--- config.mk ---
export PLATFORM = sky130hd
export DESIGN_NAME = treeval_ctrl
export DESIGN_NICKNAME = d
export VERILOG_FILES = /design/src/rtl/treeval_pkg.sv /design/src/rtl/treeval_wait_mon.sv /design/src/rtl/treeval_ctrl.sv
export SDC_FILE = /design/constraint.sdc
export NUM_CORES = 1
export LEC_CHECK = 0
export ABC_AREA = 1
export BUFFER_PORTS_ARGS = -buffer_cell sky130_fd_sc_hd__clkbuf_2
export CORE_AREA = 2 2 101 103
export CTS_CLUSTER_SIZE = 8
export DETAILED_ROUTE_END_ITERATION = 12
export DIE_AREA = 0 0 103 105
export HOLD_SLACK_MARGIN = 0.1
export PLACE_DENSITY = 0.79
export SYNTH_ARGS = -nofsm -noshare
export SYNTH_HDL_FRONTEND = slang
export SYNTH_SLANG_ARGS = --single-unit
--- constraint.sdc ---
create_clock -name clk -period 2.27 [get_ports clk]
set_clock_uncertainty 0.15 [all_clocks]
set_input_delay 0.454 -clock clk [delete_from_list [all_inputs] [get_ports clk]]
set_output_delay 0.454 -clock clk [all_outputs]
set_load 0.005 [all_outputs]
--- src/rtl/treeval_pkg.sv ---
// Shared widths, node_data field layout and controller state encoding for treeval_ctrl.
package treeval_pkg;

  localparam int W_ADDR   = 10;
  localparam int W_ACTION = 3;
  localparam int W_REWARD = 12;
  localparam int W_WEIGHT = 7;
  localparam int W_PARENT = W_ADDR;
  localparam int W_NODE   = 32;
  localparam int W_DATA   = W_REWARD;

  // node_data = parent[31:22] | action[21:19] | reward[18:7] | weight[6:0]
  localparam int OFF_WEIGHT = 0;
  localparam int OFF_REWARD = 7;
  localparam int OFF_ACTION = 19;
  localparam int OFF_PARENT = 22;

  typedef enum logic [2:0] {
    IDLE,
    CONF,
    LOAD,
    WR_W,
    WR_P,
    WR_R,
    WR_A,
    WAIT
  } state_t;

endpackage

--- src/rtl/treeval_wait_mon.sv ---
// Result watcher for the WAIT phase: exp_change rising-edge detect, pass skipping
// and a down-counting timeout that reloads whenever the monitor is disabled.
module treeval_wait_mon #(
  parameter int TIMEOUT_CYCLES = 4096,
  parameter int SKIP_PASSES    = 1
) (
  input  logic clk,
  input  logic rst,
  input  logic enable,
  input  logic exp_change,
  output logic hit,
  output logic expire
);

  localparam int PW = $clog2(SKIP_PASSES + 2);
  localparam int TW = $clog2(TIMEOUT_CYCLES + 1);

  logic          chg_q;
  logic          chg_rise;
  logic [PW-1:0] passes;
  logic [TW-1:0] timer;

  // The edge register samples continuously so a level already high on entry is not an edge.
  assign chg_rise = exp_change & ~chg_q;
  assign hit      = enable & chg_rise & (passes == PW'(SKIP_PASSES));
  assign expire   = enable & (timer == '0);

  always_ff @(posedge clk or negedge rst) begin
    if (!rst) begin
      chg_q  <= 1'b0;
      passes <= '0;
      timer  <= '0;
    end else begin
      chg_q <= exp_change;
      if (!enable) begin
        passes <= '0;
        timer  <= TW'(TIMEOUT_CYCLES - 1);
      end else begin
        if (chg_rise && (passes != PW'(SKIP_PASSES))) passes <= passes + PW'(1);
        if (timer != '0) timer <= timer - TW'(1);
      end
    end
  end

endmodule

--- src/rtl/treeval_ctrl.sv ---
// Loads a packed node list into the treeval evaluator field by field, then waits
// for the evaluator result (skipping early passes) with a timeout.
//
// state | meaning
// IDLE  | waiting for cmd_start
// CONF  | node-count configuration write
// LOAD  | node_ready high, waiting for a node word
// WR_W  | weight field write
// WR_P  | parent field write
// WR_R  | reward field write
// WR_A  | action field write, then next node or WAIT
// WAIT  | waiting for evaluator result or timeout
module treeval_ctrl
  import treeval_pkg::*;
#(
  parameter int MAX_NODES      = 1024,
  parameter int TIMEOUT_CYCLES = 4096,
  parameter int SKIP_PASSES    = 1
) (
  input  logic                clk,
  input  logic                rst,
  input  logic                cmd_start,
  input  logic [W_ADDR-1:0]   cmd_nodes,
  input  logic                node_valid,
  output logic                node_ready,
  input  logic [W_ADDR-1:0]   node_addr,
  input  logic [W_NODE-1:0]   node_data,
  output logic                tv_mem_weight,
  output logic                tv_mem_par,
  output logic                tv_mem_rew,
  output logic                tv_mem_act,
  output logic [W_ADDR-1:0]   tv_mem_addr,
  output logic [W_DATA-1:0]   tv_mem_data,
  output logic                tv_conf_nodes,
  output logic [W_ADDR-1:0]   tv_conf_data,
  input  logic                tv_exp_change,
  input  logic [W_REWARD-1:0] tv_exp,
  input  logic [W_ACTION-1:0] tv_act,
  output logic                res_valid,
  output logic [W_REWARD-1:0] res_exp,
  output logic [W_ACTION-1:0] res_act,
  output logic                busy,
  output logic                err
);

  state_t              state, state_nxt;
  logic [W_ADDR-1:0]   count;
  logic [W_ADDR-1:0]   nodes_done;
  logic [W_ADDR-1:0]   addr_q;
  logic [W_NODE-1:0]   word_q;
  logic                cnt_ok;
  logic                start_ok;
  logic                accept;
  logic                capture;
  logic                err_set;
  logic                hit;
  logic                expire;

  assign cnt_ok = (cmd_nodes >= W_ADDR'(2)) && (32'(cmd_nodes) <= 32'(MAX_NODES - 1));
  assign busy   = (state != IDLE);

  treeval_wait_mon #(
    .TIMEOUT_CYCLES(TIMEOUT_CYCLES),
    .SKIP_PASSES   (SKIP_PASSES)
  ) u_wait_mon (
    .clk       (clk),
    .rst       (rst),
    .enable    (state == WAIT),
    .exp_change(tv_exp_change),
    .hit       (hit),
    .expire    (expire)
  );

  always_ff @(posedge clk or negedge rst) begin
    if (!rst) state <= IDLE;
    else      state <= state_nxt;
  end

  always_comb begin
    state_nxt     = state;
    node_ready    = 1'b0;
    tv_mem_weight = 1'b0;
    tv_mem_par    = 1'b0;
    tv_mem_rew    = 1'b0;
    tv_mem_act    = 1'b0;
    tv_mem_addr   = '0;
    tv_mem_data   = '0;
    tv_conf_nodes = 1'b0;
    tv_conf_data  = '0;
    start_ok      = 1'b0;
    accept        = 1'b0;
    capture       = 1'b0;
    err_set       = 1'b0;
    case (state)
      IDLE: begin
        if (cmd_start) begin
          if (cnt_ok) begin
            start_ok  = 1'b1;
            state_nxt = CONF;
          end else begin
            err_set = 1'b1;
          end
        end
      end
      CONF: begin
        tv_conf_nodes = 1'b1;
        tv_conf_data  = count;
        state_nxt     = LOAD;
      end
      LOAD: begin
        node_ready = 1'b1;
        if (node_valid) begin
          if (node_addr < count) begin
            accept    = 1'b1;
            state_nxt = WR_W;
          end else begin
            err_set   = 1'b1;
            state_nxt = IDLE;
          end
        end
      end
      WR_W: begin
        tv_mem_weight = 1'b1;
        tv_mem_addr   = addr_q;
        tv_mem_data   = W_DATA'(word_q[OFF_WEIGHT +: W_WEIGHT]);
        state_nxt     = WR_P;
      end
      WR_P: begin
        tv_mem_par  = 1'b1;
        tv_mem_addr = addr_q;
        tv_mem_data = W_DATA'(word_q[OFF_PARENT +: W_PARENT]);
        state_nxt   = WR_R;
      end
      WR_R: begin
        tv_mem_rew  = 1'b1;
        tv_mem_addr = addr_q;
        tv_mem_data = W_DATA'(word_q[OFF_REWARD +: W_REWARD]);
        state_nxt   = WR_A;
      end
      WR_A: begin
        tv_mem_act  = 1'b1;
        tv_mem_addr = addr_q;
        tv_mem_data = W_DATA'(word_q[OFF_ACTION +: W_ACTION]);
        state_nxt   = (nodes_done == count) ? WAIT : LOAD;
      end
      WAIT: begin
        // A result arriving on the expiry cycle takes priority over the timeout.
        if (hit) begin
          capture   = 1'b1;
          state_nxt = IDLE;
        end else if (expire) begin
          err_set   = 1'b1;
          state_nxt = IDLE;
        end
      end
      default: state_nxt = IDLE;
    endcase
  end

  always_ff @(posedge clk or negedge rst) begin
    if (!rst) begin
      count      <= '0;
      nodes_done <= '0;
      addr_q     <= '0;
      word_q     <= '0;
      res_exp    <= '0;
      res_act    <= '0;
      res_valid  <= 1'b0;
      err        <= 1'b0;
    end else begin
      res_valid <= capture;
      err       <= err_set;
      if (start_ok) begin
        count      <= cmd_nodes;
        nodes_done <= '0;
      end
      if (accept) begin
        addr_q     <= node_addr;
        word_q     <= node_data;
        nodes_done <= nodes_done + W_ADDR'(1);
      end
      if (capture) begin
        res_exp <= tv_exp;
        res_act <= tv_act;
      end
    end
  end

endmodule
# Word-level counts from Yosys, hierarchy flattened

Cells that the tools add are included.

Memories: 0
Bits in writable memories: 0
Output and inout port bits: 56
Register bits after elaboration: 98
Bits in read-only memories: 0
Bits in latches: 0
Word-level logic and storage cells: 84
Input port bits: 72

Bitwise logic cells: 5
Div/mod/pow operators: 0
$mul: 0
$lt $le $gt $ge: 2
Muxes and demuxes: 38
Shift operators: 0
Reduce and logical (&&, ||, !) cells: 8
Eq/ne operators: 16
$add $sub $neg: 3

Operators by type and width:

| kind                    | count |
|---|---|
| $pmux W12 S4            | 1 |
| $mux W10                | 4 |
| $mux W13                | 2 |
| $pmux W3 S8             | 1 |
| $mux W1                 | 20 |
| $mux W3                 | 6 |
| $logic_not A13 Y1       | 1 |
| $reduce_bool A13 Y1     | 1 |
| $sub A13 B1 Y13 const B | 1 |
| $eq A3 B3 Y1 const B    | 4 |
| $add A10 B1 Y10 const B | 1 |
| $eq A10 B10 Y1          | 1 |
| $ge A10 B2 Y1 const B   | 1 |
| $lt A10 B10 Y1          | 1 |
| $ne A2 B2 Y1 const B    | 5 |
| $eq A3 B2 Y1 const B    | 2 |
| $mux W2                 | 3 |
| $and A1 B1 Y1           | 4 |
| $reduce_and A4 Y1       | 1 |
| $reduce_or A4 Y1        | 1 |
| $eq A3 B1 Y1 const B    | 1 |
| $logic_not A3 Y1        | 1 |
| $ne A3 B3 Y1 const B    | 1 |
| $pmux W1 S3             | 1 |
| other kinds (7)         | 7 |

# Longest topological paths before layout

Depth in word-level cells: 6
Gate-level depth with buffers: 12
Depth with buffers taken out: 11

# By module

Synthesis repeated with hierarchy kept, for this count alone.

Cell total of the unflattened synthesis: 684
Area, all modules: 5,347.6 um^2

By module, submodules not included:

| module           | seq. area each (um^2) | cells each | area an instance (um^2) | instances |
|---|---|---|---|---|
| treeval_ctrl     | 2,052.0               | 545        | 4,311.6                 | 1 |
| treeval_wait_mon | 400.4                 | 139        | 1,036.0                 | 1 |

# Least setup slack after synthesis

OpenSTA, ideal clock, no wires.

Path type: input to register
Start: input port node_addr[9]
End: register word_q[14]
Path slack: 0.326 ns
Required time: 1.990 ns
Library setup time: 0.130 ns
Cell stages on the path: 8
Arrival: 1.664 ns
Buffers on the path: 2
Path through: ha_1 > a21o_1 > nor2_1 > nand4_4 > buf_6 > buf_2 > nand2_1 > o21ai_1

Word-level cells in the longest chain between the ends: 4

RTL lines:

| element              | line                | RTL |
|---|---|---|
| from (decl)          | treeval_ctrl.sv:26  | `input logic [W_ADDR-1:0] node_addr,` |
| $lt A10 B10 Y1       | treeval_ctrl.sv:113 | `if (node_addr < count) begin` |
| $mux W1              | treeval_ctrl.sv:113 |  |
| $mux W1              | treeval_ctrl.sv:112 | `if (node_valid) begin` |
| $mux W1              | treeval_ctrl.sv:94  | `case (state)` |
| to (signal assigned) | treeval_ctrl.sv:179 | `word_q <= node_data;` |
| to (decl)            | treeval_ctrl.sv:50  | `logic [W_NODE-1:0] word_q;` |

Every way passes these cells.
A chain may end at the register's enable or synchronous reset.

# Worst setup path in the final report

Start: register state[2]
End: output port tv_conf_data[1]

Word-level cells in the longest chain between the ends: 2

RTL lines:

| element                | line               | RTL |
|---|---|---|
| from (decl)            | treeval_ctrl.sv:46 | `state_t state, state_nxt;` |
| from (signal assigned) | treeval_ctrl.sv:76 | `else state <= state_nxt;` |
| $eq A3 B1 Y1           | treeval_ctrl.sv:94 |  |
| $mux W10               | treeval_ctrl.sv:94 |  |
| to (decl)              | treeval_ctrl.sv:35 | `output logic [W_ADDR-1:0] tv_conf_data,` |

Every way passes these cells.

==> results.json <==
{
  "worst_ir_drop_vdd_uv": 409,
  "dp.cells": 911,
  "cp.arrival_ns": 1.65,
  "crit_end": "tv_conf_data[1]",
  "synthesis.area_um2": 5060,
  "cts-root-buf": "clkbuf_8",
  "cts_buffers": 9,
  "synthAdderAreaFrac": 0.0322,
  "tightest_slew_ns": 0.385,
  "synth_xor_area_frac": 0.0225,
  "n_antenna_cell": 0,
  "place_hpwl_mm": 8.60,
  "final_max_slew_viol_count": 0,
  "synth_compound_area_frac": 0.0999,
  "mostFrequentLayoutCells": "nand2_1 (195), clkbuf_2 (126), inv_1 (108), dfrtp_1 (95), nor2_1 (51)",
  "synth_area_leaders": "dfrtp_1 (48%), nand2_1 (15%), inv_1 (8.2%)",
  "place_area_um2": 5840,
  "r2r_slack_ns": 0.19,
  "final_common_cell": "nand2_1",
  "period_needed_ns": 2.25,
  "cp-start-kind": "register",
  "track_usage": 0.223,
  "leakage_nw": 3.39,
  "wl_per_cell_um": 12.8,
  "reg2regPathDepth": 8,
  "via_per_inst": 4.85,
  "cts_sinks": 98,
  "grt_first_pass_wirelength_mm": 19.1,
  "cts_max_level": 3,
  "power.density_nw_per_um2": 1010,
  "timing.fmax_mhz": 445,
  "maxCapViolations": 0,
  "synth-seq-cells": 98,
  "rows": 36,
  "antenna_found_initial": 0,
  "drt-total-wl_mm": 12.0,
  "final_area_um2": 6200,
  "drc_errors": 0,
  "syn-num-nets": 746,
  "register_area_um2": 2460,
  "run_status": "finished, final reports clean",
  "yosysTopAreaCell": "dfrtp_1",
  "final_nets": 885,
  "drive_gt1_frac": 0.227,
  "boundaryPins": 128,
  "synthDistinctLibCells": 31,
  "multiInputGateArea_um2": 2130,
  "synth.avg_cell_area_um2": 7.65,
  "fillCellCount": 861,
  "worst-path-max-fanout": 10,
  "setup_viol": 0,
  "relSlewSlack": 0.744,
  "clockBufferDepth": 2,
  "first_iter_violations": 225,
  "hold_viol_final": 0,
  "die_area_um2": 10800,
  "place.gp.congestion": 0.885,
  "hp-class": "in -> reg",
  "antenna_left": 0,
  "grt_pass1_vias": 4242,
  "num_vias": 4550,
  "area_delta_synth_final_pct": 22.5,
  "synth_top_family_by_area": "simple AND/OR/NAND/NOR gates",
  "critPathRequiredTime_ns": 1.67,
  "path_class": "reg -> out",
  "yosysSeqAreaShare": 0.485,
  "crit_path_end_kind": "output pin",
  "holdWs_ns": 0.126,
  "start_util": 0.525,
  "insertion_delay_ns": 0.37,
  "clk_pin_slew_ns": 0.09,
  "r2r-start": "count[9]",
  "post-route-period-util": 0.991,
  "die_w_um": 103,
  "grt_max_degree": 85,
  "final_cells": 938,
  "synth_top_area_share": 0.485,
  "dr.pass1.iters": 4,
  "core-area_um2": 9640,
  "overflow": 0,
  "rr_endpoint": "word_q[18]",
  "synthMuxAreaShare": 0,
  "die_y_um": 105,
  "cts_tree": "done",
  "yosysWarnings": 0,
  "port_buffers": 127,
  "synthSimpleGateAreaFrac": 0.251,
  "syn_inst": 661,
  "cp-startpoint": "state[2]"
}
[Yosys cell counts]
library cell	count
o21a_1	2
ha_1	13
o21bai_1	1
o221ai_1	1
nand2_1	197
a22o_1	3
nand4_4	1
xor2_1	8
a211oi_1	1
nand4_1	4
clkbuf_1	6
clkinv_1	2
nand2_2	1
inv_1	111
dfrtp_1	98
buf_2	9
or2_2	1
nor2_1	55
nor3_1	8
a31oi_1	2
nor3_4	2
inv_2	3
a21o_1	1
nor2_4	1
buf_6	4
xnor2_1	5
o21ai_1	50
buf_4	1
a21oi_1	15
nand3_1	36
o21ai_0	19
[kinds of logic (layout without fill, tap and decap cells)]
logic type | after synthesis | after routing
AND/OR/NAND/NOR | 306 | 307
flip-flops | 98 | 98
AO/OA/AOI/OAI | 95 | 95
buffers and inverters | 136 | 279
XOR/XNOR | 13 | 13
adder cells (fa/ha/maj) | 13 | 13
[flip-flops by register name, indices dropped and copies added, names as in the netlist]
| name | cells |
|---|---|
| count | 10 |
| res_valid | 1 |
| addr_q | 10 |
| u_wait_mon.chg_q | 1 |
| res_act | 3 |
| res_exp | 12 |
| state | 3 |
| word_q | 32 |
| u_wait_mon.timer | 13 |
| u_wait_mon.passes | 2 |
| nodes_done | 10 |
| err | 1 |
[per-stage QoR]
step	util	total power [mW]	worst slack [ns]	setup TNS [ns]
floorplan	-	4.13	0.326	0
finish	0.643	6.26	0.0208	0
global route	0.643	6.78	-0.0343	-0.0442
CTS	0.633	6.12	0.00331	0
global placement	0.606	4.86	0.213	0
detailed placement	0.606	4.98	0.146	0
[worst min path at each step]
stage / start / to / slack, ns / cells past startpoint
CTS: tv_exp[6] / res_exp[6] / 0.11 / 3
finish: tv_exp[6] / res_exp[6] / 0.13 / 3
floorplan: rst / addr_q[0] / 0.008 / 0
global placement: rst / word_q[5] / 0.23 / 1
detailed placement: rst / word_q[5] / 0.23 / 1
global route: tv_act[1] / res_act[1] / 0.13 / 3
[per-layer routing]
metal,vias up,track usage,part of all wire
li1,2318,-,-
met1,2096,0.310,0.46
met4,0,0.0677,0.010
met5,-,0,0
met2,127,0.348,0.47
met3,9,0.0508,0.058
[cell type report]
type | instances | area share
Clock inverter | 2 | 0.00202
Clock buffer | 14 | 0.0246
Sequential cell | 98 | 0.396
Inverter | 116 | 0.0731
Multi-Input combinational cell | 428 | 0.344
Timing Repair Buffer | 147 | 0.133
Tap cell | 133 | 0.0269
[where the power goes]
group | switching, mW | leakage (nW) | total [mW] | internal, mW
sequential | 0.408 | 1.20 | 2.70 | 2.29
combinational | 1.51 | 2.11 | 2.55 | 1.04
clock | 0.582 | 0.0807 | 1.01 | 0.430
[repair_timing]
action,4_1_cts,5_1_grt
hold buffers,2,0
setup endpoints to repair,30,30
cloned,1,2
pin swaps,0,3
hold endpoints to repair,25,0
gates resized for setup,20,14
buffers inserted,2,4
[critical path, stage by stage, from the launching register on]
cell and delay [ns]:
dfrtp_2 0.51, buf_4 0.17, nor2_2 0.21, inv_4 0.10, nor2_1 0.15, clkbuf_2 0.15
(Power assumes the default switching activity.)
